### src/rtl/serial_rshift.sv
// Multi-cycle serial right shifter: one bit per clock, logical or arithmetic.
// Define SRS_ARITH_EN to honour the arith port; otherwise every shift is logical.
module serial_rshift (
    input  logic        clk,
    input  logic        reset,
    input  logic        start,
    input  logic        clr,
    input  logic [31:0] in,
    input  logic [4:0]  shamt,
    input  logic        arith,
    output logic [31:0] out,
    output logic        busy,
    output logic        done
);

    typedef enum logic [1:0] {
        StIdle  = 2'd0,
        StShift = 2'd1,
        StDone  = 2'd2
    } state_t;

    state_t     state;
    logic [4:0] count;
    logic       mode;
    logic       arith_sel;
    logic       fill;

`ifdef SRS_ARITH_EN
    assign arith_sel = arith;
`else
    logic unused_arith;
    assign unused_arith = arith;
    assign arith_sel    = 1'b0;
`endif

    // mode is only ever set when arithmetic shifting is built in
    assign fill = mode & out[31];

    always_ff @(posedge clk or posedge reset) begin
        if (reset) begin
            state <= StIdle;
            out   <= '0;
            count <= '0;
            mode  <= 1'b0;
            busy  <= 1'b0;
            done  <= 1'b0;
        end else if (clr) begin
            // abort wins over any pending start; out keeps its partial value
            state <= StIdle;
            count <= '0;
            busy  <= 1'b0;
            done  <= 1'b0;
        end else begin
            unique case (state)
                StIdle, StDone: begin
                    if (start) begin
                        out   <= in;
                        count <= shamt;
                        mode  <= arith_sel;
                        if (shamt != 5'd0) begin
                            state <= StShift;
                            busy  <= 1'b1;
                            done  <= 1'b0;
                        end else begin
                            state <= StDone;
                            busy  <= 1'b0;
                            done  <= 1'b1;
                        end
                    end else begin
                        state <= StIdle;
                        busy  <= 1'b0;
                        done  <= 1'b0;
                    end
                end
                StShift: begin
                    out   <= {fill, out[31:1]};
                    count <= count - 5'd1;
                    // count never reaches zero while in StShift, so no wrap
                    if (count <= 5'd1) begin
                        state <= StDone;
                        busy  <= 1'b0;
                        done  <= 1'b1;
                    end
                end
                default: begin
                    state <= StIdle;
                    busy  <= 1'b0;
                    done  <= 1'b0;
                end
            endcase
        end
    end

endmodule

### config.mk
export PLATFORM = sky130hd
export DESIGN_NAME = serial_rshift
export DESIGN_NICKNAME = d
export VERILOG_FILES = /design/src/rtl/serial_rshift.sv
export SDC_FILE = /design/constraint.sdc
export NUM_CORES = 1
export LEC_CHECK = 0
export CORE_MARGIN = 2
export CORE_UTILIZATION = 40
export CTS_CLUSTER_SIZE = 30
export DETAILED_ROUTE_END_ITERATION = 6
export PLACE_DENSITY = 0.86
export SETUP_SLACK_MARGIN = 0.5
export SYNTH_ARGS = -nofsm -noshare
export SYNTH_HDL_FRONTEND = slang
export SYNTH_SLANG_ARGS = --single-unit
### constraint.sdc
create_clock -name clk -period 1.75 [get_ports clk]
set_input_delay 0.2625 -clock clk [delete_from_list [all_inputs] [get_ports clk]]
set_output_delay 0.2625 -clock clk [all_outputs]
set_load 0.005 [all_outputs]
After elaboration in Yosys (flattened, before gate mapping)
Index checks and enable logic that the tools add are counted.
Word-level totals
  register bits: 41
  bits of input ports: 42
Operators by class
  add/sub/neg operators: 1
  magnitude comparators: 1
  eq/ne operators: 5
  mux-type cells: 20
  bitwise logic cells: 1
  reduce and logical (&&, ||, !) cells: 7
Operators with widths (count)
  one-hot mux 32 bit (2 select lines): 1
  2-to-1 mux 32 bit: 1
  2-to-1 mux 5 bit: 2
  one-hot mux 5 bit (2 select lines): 1
  2-to-1 mux 1 bit: 8
  2-to-1 mux 2 bit: 4
  != test 3 bit, second input constant: 2
  <= comparator 5 x 1 -> 1 bit, second input constant: 1
  nonzero test 5 bit: 1
  subtractor 5 x 1 -> 5 bit, second input constant: 1
  one-hot mux 1 bit (2 select lines): 2
  one-hot mux 2 bit (2 select lines): 1
  AND reduction 3 bit: 1
  nonzero test 3 bit: 1
  == test 2 x 1 -> 1 bit, second input constant: 1
  == test 2 bit, second input constant: 1
  logical NOT 2 bit: 1
  != test 2 bit, second input constant: 1
  AND reduction 2 bit: 1
  nonzero test 2 bit: 1
  OR reduction 2 bit: 1
  NOT 1 bit: 1

Logic depth before layout (Yosys ltp)
  word-level depth: 5
  mapped depth: 6
  mapped depth without buffers: 5

Least setup slack after synthesis
No wires, ideal clock.
  path kind: register -> register
  from: register done (netlist name)
  to: register count[4]
  arrival: 1.394 ns
  data required time: 1.673 ns
  slack: 0.279 ns
  stages on the path, launching flop included: 6
  buffers on the path: 1
  period minus slack after synthesis: 1.471 ns
  cells stage by stage: dfrtp_1 -> nand2b_1 -> buf_6 -> nor4b_4 -> mux2_1 -> a21oi_1
RTL lines
  end signal: assignment: line 58  | count <= shamt;
  end signal: assignment: line 77  | count <= count - 5'd1;
  end: declaration: line 23  | logic [4:0] count;

==> metrics.md <==
| Metric | Value |
|---|---|
| GRT Util Overall | `0.231` |
| First-pass GRT wire length | `9.47 mm` |
| Syn_nets | `266` |
| Run status | `complete, no violations` |
| Max_cap viols | `0` |
| Root buf cell | `clkbuf_8` |
| Area Overhead vs Synth | `90.6%` |
| Tcrit/Tclk final | `0.796` |
| Setup slack after layout | `between 0.3 and 0.4 ns` |
| Initial DRC count | `between 150 and 200` |
| Most frequent cells in the layout | `nand2_1, buf_4, dfrtp_1` |
| Layout cells sized above 1 | `0.309` |
| Fin. max-slew vios | `0` |
| Final Wtd Congestion | `0.846` |
| Placed cell count | `343` |
| Worst-margin pin slew | `0.518 ns` |
| DRC | `0` |
| Final setup viols | `0` |
| Yosys reg bits | `39` |
| RSZ-0062 raised after global routing | `true` |
| P_leak | `1.61 nW` |
| Largest net degree at the start of global routing | `40` |
| Worst Path Arrival | `approximately 1.6 ns` |
| Crit Path Max Fanout | `8` |
| Bufs on Longest Clock Path | `2` |
| Clock-pin slew on the worst setup and hold paths | `~0.070 ns` |
| CP Data Required Time | `just under 2 ns` |
| Hold Vio Cnt, Final | `0` |
| Initial antenna violation count | `0` |
| 1st-pass router iterations | `4` |
| Post-synth top area share | `0.515` |
| DR vias | `2154` |
| H-tree levels | `2` |
| Die Area | `about 0.0053 mm^2` |
| Maximum vdd ir drop | `0.626 mV` |
| CTS Sinks | `39` |
| Post-DP Area | `0.00272 mm^2` |
| Final core utilization | `0.780` |
| Cell Area, Synth | `0.00189 mm^2` |
| Die span in y | `72.8 um` |
| Cells after Synth | `~220` |
| Fin nets | `397` |
| Final HPWL DP | `3.31 mm` |
| Num rows | `25` |
| Synth warnings | `0` |
| Post-synthesis cell type count | `28` |
| Starting Density | `0.409` |
| Syn avg cell area | `~8.5 um^2` |
| Worst setup path category | `reg -> reg` |
| Cell taking the most area after synthesis | `dfrtp_1` |
| Top post-synthesis cells by area | `dfrtp_1, nand2_1, a31oi_1` |
| Cell area after layout | `roughly 0.0036 mm^2` |
| Most common cell after layout, fill and taps aside | `nand2_1` |
| TritonCTS buffer count | `5` |
| Worst Hold Class | `in -> reg` |
| Fin crit period | `1.39 ns` |
| CP Launch Type | `flip-flop` |
| Sequential area share after synthesis | `0.515` |
| Setup TNS | `0 ns` |
| Fmax | `roughly 0.72 GHz` |
| Ports | `between 70 and 80` |
| Number of diodes | `0` |
| Core area | `0.00463 mm^2` |
| Vias in the first global route | `2069` |
| Die Span X | `72.8 um` |
| Clk Latency, worst-skew pair | `between 0.2 and 0.3 ns` |
| Crit. End Element | `flip-flop` |
| Skew final | `~0.0071 ns` |
| Total congestion overflow | `0` |
| CTS tree | `yes` |
| Post-Place Worst Slack | `0.0683 ns` |
| Power per Cell Area | `961 mW/mm^2` |
| Post-route ant nets | `0` |
| IO buf count | `74` |
| Slew HR | `0.654` |
| Routed wire length per instance | `16.2 um` |
| Finished Layout Cells | `407` |
| Total wire length | `6.59 mm` |
| Vias/cell | `about 5.3` |
## registers in the layout, summed over array words and instances, names as in the netlist
register  count
out          32
count         5
busy          1
done          1
## per-layer routing
layer  track usage  vias up  part of all wire
li1              -     1010                 -
met1         0.286     1034              0.38
met4        0.0885        0             0.026
met3        0.0470       17             0.068
met2         0.398       93              0.53
met5             0        -                 0
## stage by stage
stage               power [mW]  hold slack (ns)
floorplan                 1.72            0.326
global placement          2.29            0.539
detailed placement        2.33            0.546
CTS                       3.23            0.417
global route              3.65            0.379
finish                    3.47            0.362
## worst max-delay path, cell delays in order (launching register included)
cell	delay [ns]
dfrtp_1	0.40
nand2b_4	0.18
a21oi_4	0.21
buf_6	0.13
buf_6	0.10
buf_16	0.14
nor2_2	0.04
a31oi_1	0.12
## timing repair
action / in CTS / in global routing
setup buffers: 42 / 7
hold buffers: 0 / 0
endpoints found under the setup margin: 72 / 44
endpoints found under the hold margin: 0 / 0
resized for setup: 74 / 28
pin swaps: 3 / 3
gates cloned: 5 / 3
## report_power, final
group | internal (mW) | switching, mW | total, mW
Clock | 0.309 | 0.308 | 0.617
Sequential | 1.11 | 0.132 | 1.24
Combinational | 0.931 | 0.678 | 1.61
Total | 2.35 | 1.12 | 3.47
## kinds of logic after synthesis
kind of cell	count (synthesis)	synth area share
buf+inv	20	0.0568
simple gates	113	0.249
compound gates	46	0.155
mux	2	0.0112
fa+ha+maj	2	0.0132
flops	39	0.515
## synth_stat cells
library cell / instances
o21ai_0: 3
mux2i_1: 1
clkbuf_2: 1
o21a_1: 1
clkbuf_1: 1
a222oi_1: 1
a21oi_2: 1
nand2b_1: 1
a21oi_1: 4
or4_1: 1
a211oi_1: 2
a21o_1: 1
inv_1: 4
buf_2: 10
nor4b_4: 1
dfrtp_1: 39
buf_4: 3
buf_6: 1
nand2_1: 66
a31oi_1: 31
nand3_1: 2
nor2_1: 36
ha_1: 2
nor3_1: 3
nor2b_1: 2
mux2_1: 1
nand2b_4: 1
a22oi_1: 2
## final timing paths
| check | startpoint | slack [ns] | cells after the start | end |
|---|---|---|---|---|
| max | done | 0.36 | 7 | out[5] |
| min | shamt[0] | 0.36 | 3 | count[0] |
| max reg2reg | done | 0.36 | 7 | out[5] |
| min reg2reg | out[8] | 0.56 | 2 | out[7] |
| max in group asynchronous | reset | 0.96 | 3 | busy |
| min in group asynchronous | reset | 0.40 | 3 | out[23] |
## final cells by class
cell class	instances	area, um^2
timing repair buffer	140	1430
clock inverter	1	5.00
inverter	4	15.0
sequential	39	977
fill	295	1020
multi-input combinational	163	1040
clock buffer	6	82.6
tap	54	67.6
Note: power is estimated with default switching activity, not from simulation.
